===== src/rtl/phase_seq_pkg.sv =====
// Shared definitions for the phase sequencer and the control unit.
// Holds the MIPS opcode/function constants, the instruction-class enumeration,
// the phase index constants P0..P4, and a helper that builds a one-hot phase vector.
package phase_seq_pkg;

  localparam int NPH = 5;
  localparam int P0  = 0;
  localparam int P1  = 1;
  localparam int P2  = 2;
  localparam int P3  = 3;
  localparam int P4  = 4;

  // Primary opcodes
  localparam logic [5:0] OP_RTYPE  = 6'h00;
  localparam logic [5:0] OP_REGIMM = 6'h01;  // bgez / bltz
  localparam logic [5:0] OP_J      = 6'h02;
  localparam logic [5:0] OP_JAL    = 6'h03;
  localparam logic [5:0] OP_BEQ    = 6'h04;
  localparam logic [5:0] OP_BNE    = 6'h05;
  localparam logic [5:0] OP_BLEZ   = 6'h06;
  localparam logic [5:0] OP_BGTZ   = 6'h07;
  localparam logic [5:0] OP_ADDI   = 6'h08;
  localparam logic [5:0] OP_ADDIU  = 6'h09;
  localparam logic [5:0] OP_SLTI   = 6'h0A;
  localparam logic [5:0] OP_SLTIU  = 6'h0B;
  localparam logic [5:0] OP_ANDI   = 6'h0C;
  localparam logic [5:0] OP_ORI    = 6'h0D;
  localparam logic [5:0] OP_XORI   = 6'h0E;
  localparam logic [5:0] OP_LUI    = 6'h0F;
  localparam logic [5:0] OP_LB     = 6'h20;
  localparam logic [5:0] OP_LH     = 6'h21;
  localparam logic [5:0] OP_LW     = 6'h23;
  localparam logic [5:0] OP_LBU    = 6'h24;
  localparam logic [5:0] OP_LHU    = 6'h25;
  localparam logic [5:0] OP_SB     = 6'h28;
  localparam logic [5:0] OP_SH     = 6'h29;
  localparam logic [5:0] OP_SW     = 6'h2B;

  // R-type function codes
  localparam logic [5:0] FN_SLL   = 6'h00;
  localparam logic [5:0] FN_SRL   = 6'h02;
  localparam logic [5:0] FN_SRA   = 6'h03;
  localparam logic [5:0] FN_SLLV  = 6'h04;
  localparam logic [5:0] FN_SRLV  = 6'h06;
  localparam logic [5:0] FN_SRAV  = 6'h07;
  localparam logic [5:0] FN_JR    = 6'h08;
  localparam logic [5:0] FN_JALR  = 6'h09;
  localparam logic [5:0] FN_MFHI  = 6'h10;
  localparam logic [5:0] FN_MTHI  = 6'h11;
  localparam logic [5:0] FN_MFLO  = 6'h12;
  localparam logic [5:0] FN_MTLO  = 6'h13;
  localparam logic [5:0] FN_MULT  = 6'h18;
  localparam logic [5:0] FN_MULTU = 6'h19;
  localparam logic [5:0] FN_DIV   = 6'h1A;
  localparam logic [5:0] FN_DIVU  = 6'h1B;
  localparam logic [5:0] FN_ADD   = 6'h20;
  localparam logic [5:0] FN_ADDU  = 6'h21;
  localparam logic [5:0] FN_SUB   = 6'h22;
  localparam logic [5:0] FN_SUBU  = 6'h23;
  localparam logic [5:0] FN_AND   = 6'h24;
  localparam logic [5:0] FN_OR    = 6'h25;
  localparam logic [5:0] FN_XOR   = 6'h26;
  localparam logic [5:0] FN_NOR   = 6'h27;
  localparam logic [5:0] FN_SLT   = 6'h2A;
  localparam logic [5:0] FN_SLTU  = 6'h2B;

  typedef enum logic [2:0] {
    CLS_ALU,
    CLS_LOAD,
    CLS_STORE,
    CLS_BRANCH,
    CLS_JUMP,
    CLS_HILO,
    CLS_ILLEGAL
  } iclass_e;

  function automatic logic [NPH-1:0] phase_oh(input int idx);
    logic [NPH-1:0] v;
    v      = '0;
    v[idx] = 1'b1;
    return v;
  endfunction

endpackage


===== src/rtl/phase_seq_instr_class.sv =====
// Combinational instruction classifier.
// Ports: op, irfunc (instruction fields) -> cls (instruction class).
// Anything not recognised is reported as CLS_ILLEGAL.
module instr_class
  import phase_seq_pkg::*;
(
  input  logic [5:0] op,
  input  logic [5:0] irfunc,
  output iclass_e    cls
);

  always_comb begin
    cls = CLS_ILLEGAL;
    case (op)
      OP_RTYPE: begin
        case (irfunc)
          FN_JR, FN_JALR:                             cls = CLS_JUMP;
          FN_MULT, FN_MULTU, FN_DIV, FN_DIVU:         cls = CLS_HILO;
          FN_SLL, FN_SRL, FN_SRA, FN_SLLV, FN_SRLV, FN_SRAV,
          FN_MFHI, FN_MTHI, FN_MFLO, FN_MTLO,
          FN_ADD, FN_ADDU, FN_SUB, FN_SUBU,
          FN_AND, FN_OR, FN_XOR, FN_NOR, FN_SLT, FN_SLTU: cls = CLS_ALU;
          default:                                    cls = CLS_ILLEGAL;
        endcase
      end
      // REGIMM is split by the rt field, which is not visible here; every
      // REGIMM form this core supports (bgez/bltz) is a branch.
      OP_REGIMM, OP_BEQ, OP_BNE, OP_BLEZ, OP_BGTZ:    cls = CLS_BRANCH;
      OP_J, OP_JAL:                                   cls = CLS_JUMP;
      OP_ADDI, OP_ADDIU, OP_SLTI, OP_SLTIU,
      OP_ANDI, OP_ORI, OP_XORI, OP_LUI:               cls = CLS_ALU;
      OP_LB, OP_LH, OP_LW, OP_LBU, OP_LHU:            cls = CLS_LOAD;
      OP_SB, OP_SH, OP_SW:                            cls = CLS_STORE;
      default:                                        cls = CLS_ILLEGAL;
    endcase
  end

endmodule


===== src/rtl/phase_seq.sv =====
// Multi-cycle phase sequencer: drives a registered one-hot phase P0..P4 whose path
// depends on the instruction class latched in P1.
// Ports: clk/reset, run, op/irfunc, mem_ready, alu_busy in; p, stall, retire,
// illegal, cycle_count, retired_count out.
module phase_seq
  import phase_seq_pkg::*;
(
  input  logic        clk,
  input  logic        reset,
  input  logic        run,
  input  logic [5:0]  op,
  input  logic [5:0]  irfunc,
  input  logic        mem_ready,
  input  logic        alu_busy,
  output logic [4:0]  p,
  output logic        stall,
  output logic        retire,
  output logic        illegal,
  output logic [31:0] cycle_count,
  output logic [31:0] retired_count
);

  localparam logic [NPH-1:0] PH0 = phase_oh(P0);
  localparam logic [NPH-1:0] PH1 = phase_oh(P1);
  localparam logic [NPH-1:0] PH2 = phase_oh(P2);
  localparam logic [NPH-1:0] PH3 = phase_oh(P3);
  localparam logic [NPH-1:0] PH4 = phase_oh(P4);

  logic [NPH-1:0] p_q, p_d;
  iclass_e        cls_live, cls_q, cls_d;
  logic [31:0]    cycle_count_q, retired_count_q;
  logic           hold, done, ill;

  instr_class u_instr_class (
    .op     (op),
    .irfunc (irfunc),
    .cls    (cls_live)
  );

  always_comb begin
    p_d   = p_q;
    cls_d = cls_q;
    hold  = 1'b0;
    done  = 1'b0;
    ill   = 1'b0;
    case (p_q)
      PH0: begin
        if (run && mem_ready) p_d = PH1;
        else                  hold = 1'b1;
      end
      // P1 steers on the live class; the latched copy takes over from P2.
      PH1: begin
        cls_d = cls_live;
        if (cls_live == CLS_ILLEGAL) begin
          ill = 1'b1;
          p_d = PH0;
        end else begin
          p_d = PH2;
        end
      end
      PH2: begin
        case (cls_q)
          CLS_BRANCH: begin
            p_d  = PH0;
            done = 1'b1;
          end
          CLS_LOAD, CLS_STORE: p_d = PH3;
          CLS_HILO: begin
            if (alu_busy) hold = 1'b1;
            else          p_d  = PH4;
          end
          default: p_d = PH4;
        endcase
      end
      PH3: begin
        if (!mem_ready) begin
          hold = 1'b1;
        end else if (cls_q == CLS_STORE) begin
          p_d  = PH0;
          done = 1'b1;
        end else begin
          p_d = PH4;
        end
      end
      PH4: begin
        p_d  = PH0;
        done = 1'b1;
      end
      // Not reachable from reset; recover to fetch if the register is upset.
      default: p_d = PH0;
    endcase
  end

  always_ff @(posedge clk or posedge reset) begin
    if (reset) begin
      p_q             <= PH0;
      cls_q           <= CLS_ALU;
      cycle_count_q   <= '0;
      retired_count_q <= '0;
    end else begin
      p_q           <= p_d;
      cls_q         <= cls_d;
      cycle_count_q <= cycle_count_q + 32'd1;
      if (done) retired_count_q <= retired_count_q + 32'd1;
    end
  end

  // Pulses are masked while reset is high so an abandoned instruction never
  // shows a retire and the reset values appear immediately.
  assign p             = p_q;
  assign stall         = hold & ~reset;
  assign retire        = done & ~reset;
  assign illegal       = ill & ~reset;
  assign cycle_count   = cycle_count_q;
  assign retired_count = retired_count_q;

endmodule


===== config.mk =====
export PLATFORM = sky130hd
export DESIGN_NAME = phase_seq
export DESIGN_NICKNAME = d
export VERILOG_FILES = /design/src/rtl/phase_seq_pkg.sv /design/src/rtl/phase_seq_instr_class.sv /design/src/rtl/phase_seq.sv
export SDC_FILE = /design/constraint.sdc
export NUM_CORES = 1
export LEC_CHECK = 0
export BUFFER_PORTS_ARGS = -buffer_cell sky130_fd_sc_hd__buf_4
export CORE_ASPECT_RATIO = 1.5
export CORE_MARGIN = 2
export CORE_UTILIZATION = 58
export DETAILED_ROUTE_END_ITERATION = 10
export MAX_ROUTING_LAYER = met4
export PLACE_DENSITY = 0.95
export SYNTH_ARGS = -nofsm -noshare
export SYNTH_HDL_FRONTEND = slang
export SYNTH_SLANG_ARGS = --single-unit

===== constraint.sdc =====
create_clock -name clk -period 8.5 [get_ports clk]
set_clock_uncertainty 0.2 [all_clocks]
set_input_delay 1.7 -clock clk [delete_from_list [all_inputs] [get_ports clk]]
set_output_delay 1.7 -clock clk [all_outputs]
set_load 0.05 [all_outputs]

==> results of run 1 <==
-- flip-flops by register name (all words and copies together) (netlist names) --
signal	flops
cycle_count	32
retired_count	32
p	5
cls_q	3
-- Yosys cell counts, types with 6 or more instances --
library cell | number | area (µm²)
a21oi_1 | 9 | 45.0
and2_1 | 8 | 50.1
and3_1 | 16 | 100
and4_1 | 7 | 61.3
buf_2 | 6 | 30.0
dfrtp_1 | 71 | 1780
inv_1 | 8 | 30.0
nand2_1 | 22 | 82.6
nand3_1 | 29 | 145
nand4_1 | 19 | 119
nor2_1 | 18 | 67.6
xnor2_1 | 42 | 368
xor2_1 | 20 | 175
-- power by group through the flow --
stage,clock (mW),combinational [mW],sequential (mW)
after CTS,0.277,0.158,0.393
after floorplan,0,0.0886,0.419
after detailed placement,0,0.157,0.399
after global placement,0,0.154,0.399
after global routing,0.292,0.171,0.397
final,0.272,0.159,0.394
-- placed cells by master, fill, tap and decap left out, types with 2 or more instances in the layout --
cell type | synthesis | routed
buf_4 | 3 | 89
clkbuf_1 | 1 | 2
a21oi_1 | 9 | 9
dfrtp_1 | 71 | 71
ha_1 | 2 | 2
xnor2_1 | 42 | 42
a2111oi_0 | 3 | 3
nor2_1 | 18 | 18
nand2b_1 | 3 | 3
and4_1 | 7 | 7
and4_4 | 2 | 2
or3_1 | 2 | 2
o31ai_1 | 2 | 2
nor3_1 | 4 | 4
nand2_1 | 22 | 22
nor4b_2 | 2 | 2
clkinv_2 | 0 | 2
nand4_1 | 19 | 19
o21ai_0 | 2 | 2
a21oi_2 | 2 | 2
nand3_1 | 29 | 29
inv_1 | 8 | 7
o21a_1 | 2 | 2
nor3b_1 | 4 | 4
and3_1 | 16 | 16
and2_1 | 8 | 8
a21o_1 | 2 | 2
nor2b_1 | 3 | 3
xor2_1 | 20 | 20
clkbuf_8 | 0 | 11
a211oi_1 | 3 | 3
-- final timing paths --
path                                               start                             to  slack, ns  cells past startpoint
max                                                op[3]                        illegal       3.47                      7
min                        retired_count[31]$_DFFE_PP0P_  retired_count[31]$_DFFE_PP0P_       0.27                      1
max reg2reg                 retired_count[2]$_DFFE_PP0P_  retired_count[31]$_DFFE_PP0P_       6.14                      5
min reg2reg                retired_count[31]$_DFFE_PP0P_  retired_count[31]$_DFFE_PP0P_       0.27                      1
max in group asynchronous                          reset               p[4]$_DFFE_PP0P_       6.07                      3
min in group asynchronous                          reset           cls_q[0]$_DFFE_PP0P_       1.46                      3
-- cell families after synthesis --
group | after synthesis | share of synthesized area (%)
simple gates | 154 | 25.4
flops | 72 | 49.1
xor+xnor | 62 | 14.8
compound gates | 35 | 7.06
buf+inv | 18 | 2.35
mux | 2 | 0.579
fa+ha+maj | 2 | 0.682
-- cell type report --
class,count,area (µm²)
inverters,8,30.0
repair buffers,89,668
well taps,74,92.6
flip-flops and latches,72,1800
clock buffers,13,159
multi-input cells,255,1780
clock inverters,3,40.0
fillers,418,1560
-- layer usage --
| metal | vias up | track usage (%) | wire length (µm) |
|---|---|---|---|
| li1 | 1416 | - | - |
| met1 | 1495 | 31.8 | 3390 |
| met2 | 86 | 46.0 | 4780 |
| met3 | 16 | 6.11 | 377 |
| met4 | 0 | 10.9 | 178 |
| met5 | - | - | 0 |
-- stage by stage --
stage / util [%] / hold WS, ns / power (mW) / instance area [µm²] / setup WS [ns]
detailed placement: 71.4 / 0.263 / 0.557 / 4380 / 3.49
finish: 74.6 / 0.274 / 0.825 / 4570 / 3.47
CTS: 74.6 / 0.277 / 0.828 / 4570 / 3.47
global route: 74.6 / 0.289 / 0.860 / 4570 / 3.29
global placement: 71.4 / 0.259 / 0.553 / 4380 / 3.55
floorplan: - / 0.304 / 0.508 / 3670 / 2.56
==> impl_metrics.json, run 1 <==
{
  "cts.repair.resized": 0,
  "wirelength_um": 8730,
  "tns_ns": 0,
  "cts_tree": "yes",
  "dp.cells": 498,
  "drcViolationCount": 0,
  "drt_iter0_markers": 224,
  "drt-vias-per-instance": 5.86,
  "n_antenna_cell": 0,
  "ys_warn_count": 0,
  "ys_ff_latch": 72,
  "async_flop_share_pct": 100,
  "grt_usage_pct": 27.6,
  "path_buf_inv": 2,
  "status": "finished clean",
  "nNetsFinal": 454,
  "initial_core_util_pct": 59.9,
  "h-tree-depth": 3,
  "clkPwrFrac_pct": 33.0,
  "synth_nets": 364,
  "worst_path_max_delay_cell": "or3_1",
  "ys_types": 58,
  "grt_first_pass_wirelength_um": 14100,
  "clk_pin_slew_ns": 0.07,
  "grt_antenna_before_repair": 0,
  "p_leak_nw": 2.24,
  "crit_top_cell": "buf_4",
  "grt_overflow_total": 0,
  "grt_start_max_net_pins": 73,
  "synth_ff_type": "dfrtp_1",
  "drive_gt1_share_pct": 27.0,
  "fin_crit_sh_pct": 59.1,
  "worst_pin_slew_ns": 0.883,
  "swShare_pct": 30.7,
  "clock_path_buffers": 2,
  "rsz0062_at_grt": "no",
  "synth_seq_area_share_pct": 49.1,
  "crit_arrival_ns": 3.13,
  "row_count": 35,
  "finalHoldViolations": 0,
  "fp.dieH_um": 101,
  "layout_min_cycle_time_ns": 5.03,
  "crit_type": "in -> out",
  "cts_sinks": 72,
  "cts_buffers": 9,
  "p_int_mw": 0.571,
  "place_hpwl_um": 6250,
  "setup_viol": 0,
  "clkLatencyLatePin_ns": 0.34,
  "seqPwrFrac_pct": 47.8,
  "start_kind": "input port",
  "netlist_area_mm2": 0.00367,
  "synth_cells": 345,
  "slew_headroom_pct": 41.2,
  "cp_cell_sequence": "buf_4 -> nor2_1 -> nand3_1 -> or3_1 -> a21o_1 -> nor4_1 -> buf_4",
  "slew_viol_final": 0,
  "hp-class": "reg -> reg",
  "path_max_fanout": 6,
  "first_global_vias": 3007,
  "instances_no_fill": 514,
  "portBuffers": 88,
  "drtPass1Iterations": 4,
  "power_switching_mw": 0.254,
  "wire_per_inst_um": 17.0,
  "place.gp.congestion": 0.888,
  "crit_family": "simple AND/OR/NAND/NOR gates",
  "postRouteAntennaNets": 0,
  "die_x_um": 69.0,
  "hold_buffers": 0,
  "ios": 89,
  "max_stage_delay_ns": 0.40,
  "p_per_area_mw_per_mm2": 180,
  "maxCapViolations": 0,
  "max_freq_mhz": 199,
  "synth.avg_cell_area_um2": 10.6,
  "dieArea_mm2": 0.00699,
  "cts_root_buffer": "clkbuf_8",
  "core-area_mm2": 0.00613,
  "area_growth_pct": 24.6,
  "required_ns": 6.60,
  "irDropWorstVdd_mv": 0.107,
  "vias": 3013,
  "end_kind": "primary output",
  "cts_setup_buffers": 0,
  "synth_edf_count": 0,
  "comb_power_share_pct": 19.2
}
No activity file was read; power rests on OpenSTA's default activity.
==> run 2: changes to the inputs <==
- CORE_UTILIZATION: 58 -> 48
- PLACE_DENSITY: 0.95 -> 0.87
- clock period: 8.5 -> 4.35 ns (I/O delays scaled with it)
==> run 2 against run 1 <==
  * Via count decreased by 1.0%
  * Non-clock buffer count stayed put
  * Count of clock-buffer cells in the layout decreased by 3
  * Critical path depth stayed put
  * Routed wire length decreased by 8.6%
  * Global-route usage shrank 7.4 points
  * Register-to-register slack worse by 4.1 ns
  * Sequential share of layout area down 1.0 points
  * Critical path type unchanged
  * Largest power group unchanged
==> impl_metrics.json, run 2 (synthesis gave the netlist of run 1 again) <==
{
  "layout_commonest_cell": "buf_4",
  "cts_sinks": 72,
  "drtPass1Iterations": 5,
  "clkLatencyLatePin_ns": 0.33,
  "clk_pin_slew_ns": 0.05,
  "placed_area_mm2": 0.00441,
  "status": "finished clean",
  "max_stage_delay_ns": 0.40,
  "place.gp.congestion": 0.888,
  "cts.repair.resized": 0,
  "cts_root_buffer": "clkbuf_16",
  "max_freq_mhz": 299,
  "initial_core_util_pct": 48.9,
  "wl_met1_um": 3230,
  "grt_overflow_total": 0,
  "cts_tree": "yes",
  "cp_cell_sequence": "buf_4 -> nor2_1 -> nand3_1 -> or3_1 -> a21o_1 -> nor4_1 -> buf_4",
  "ios": 89,
  "fin_hold_ws_ns": 0.279,
  "h-tree-depth": 3,
  "fin_area_mm2": 0.00470,
  "drt_iter0_markers": 166,
  "irDropWorstVdd_mv": 0.282,
  "cts_setup_buffers": 0,
  "core-area_mm2": 0.00751,
  "setup_slack_ns": 1.00,
  "rsz0062_at_grt": "no",
  "layout_min_cycle_time_ns": 3.35,
  "grt_antenna_before_repair": 0,
  "required_ns": 3.28,
  "hold_buffers": 0,
  "path_max_fanout": 6,
  "routed.top_layer": "met4",
  "instances_no_fill": 542,
  "worst_path_max_delay_cell": "or3_1",
  "final_cell_mix": "buf_4 (89), dfrtp_1 (71), xnor2_1 (42), nand3_1 (29), nand2_1 (22)",
  "area_growth_pct": 28.0,
  "crit_family": "simple AND/OR/NAND/NOR gates",
  "wirelength_um": 7970,
  "fin_util_pct": 62.5,
  "end_kind": "primary output",
  "place_hpwl_um": 5800,
  "n_antenna_cell": 0,
  "tns_ns": 0,
  "slew_headroom_pct": 41.1,
  "grt_first_pass_wirelength_um": 12900,
  "crit_top_cell": "buf_4",
  "slew_viol_final": 0,
  "vias": 2983,
  "p_per_area_mw_per_mm2": 380,
  "wl_met2_um": 4230,
  "crit_arrival_ns": 2.28,
  "crit_type": "in -> out",
  "wl_met3_um": 335,
  "cts_buffers": 9,
  "finalHoldViolations": 0,
  "total_power_mw": 1.79,
  "fin_crit_sh_pct": 77.0,
  "clock_path_buffers": 2,
  "dieArea_mm2": 0.00838,
  "drive_gt1_share_pct": 27.3,
  "drt-vias-per-instance": 5.50,
  "postRouteAntennaNets": 0,
  "hp-class": "reg -> reg",
  "row_count": 39,
  "grt_start_max_net_pins": 73,
  "portBuffers": 88,
  "wire_per_inst_um": 14.7,
  "path_buf_inv": 2,
  "p_leak_nw": 2.27,
  "worst_pin_slew_ns": 0.884,
  "start_kind": "input port",
  "pre_cts_ws_ns": 1.02,
  "dp.cells": 526,
  "die_x_um": 75.4,
  "first_global_vias": 2860,
  "maxCapViolations": 0,
  "drcViolationCount": 0,
  "nNetsFinal": 454,
  "setup_viol": 0,
  "grt_usage_pct": 20.3,
  "fp.dieH_um": 111
}
run 2: changes by cell type in the layout (fill, tap and decap cells not counted), sizes merged:
cell,previous run,this run
clkbuf,13,10
clkinv,2,3
clkinvlp,0,2
run 2: layer usage:
layer,global-route usage (%),up-vias
li1,-,1420
met1,23.7,1462
met2,32.7,87
met3,3.73,14
met4,9.71,0
met5,-,-
run 2: cell type report:
class	instances	area, µm²
fill	644	2820
sequential	72	1800
multi-input combinational	255	1780
timing repair buffer	89	668
clock buffer	10	229
tap	102	128
clock inverter	6	60.1
inverter	8	30.0
run 2: report_power, final:
group          leakage, nW  switching (mW)  total (mW)  internal [mW]
Clock                0.138           0.267       0.707          0.440
Combinational         1.17           0.190       0.306          0.116
Sequential           0.969          0.0686       0.774          0.706
Total                 2.27           0.525        1.79           1.26
run 2: worst paths after layout:
path | to | from | slack [ns] | cells past startpoint
setup reg to reg | retired_count[31]$_DFFE_PP0P_ | retired_count[2]$_DFFE_PP0P_ | 2.05 | 5
min in group asynchronous | cls_q[2]$_DFFE_PP0P_ | reset | 0.67 | 3
hold / removal | cycle_count[31]$_DFF_PP0_ | cycle_count[31]$_DFF_PP0_ | 0.28 | 1
max in group asynchronous | retired_count[20]$_DFFE_PP0P_ | reset | 2.72 | 3
hold reg to reg | cycle_count[31]$_DFF_PP0_ | cycle_count[31]$_DFF_PP0_ | 0.28 | 1
setup / recovery | illegal | op[3] | 1.00 | 7
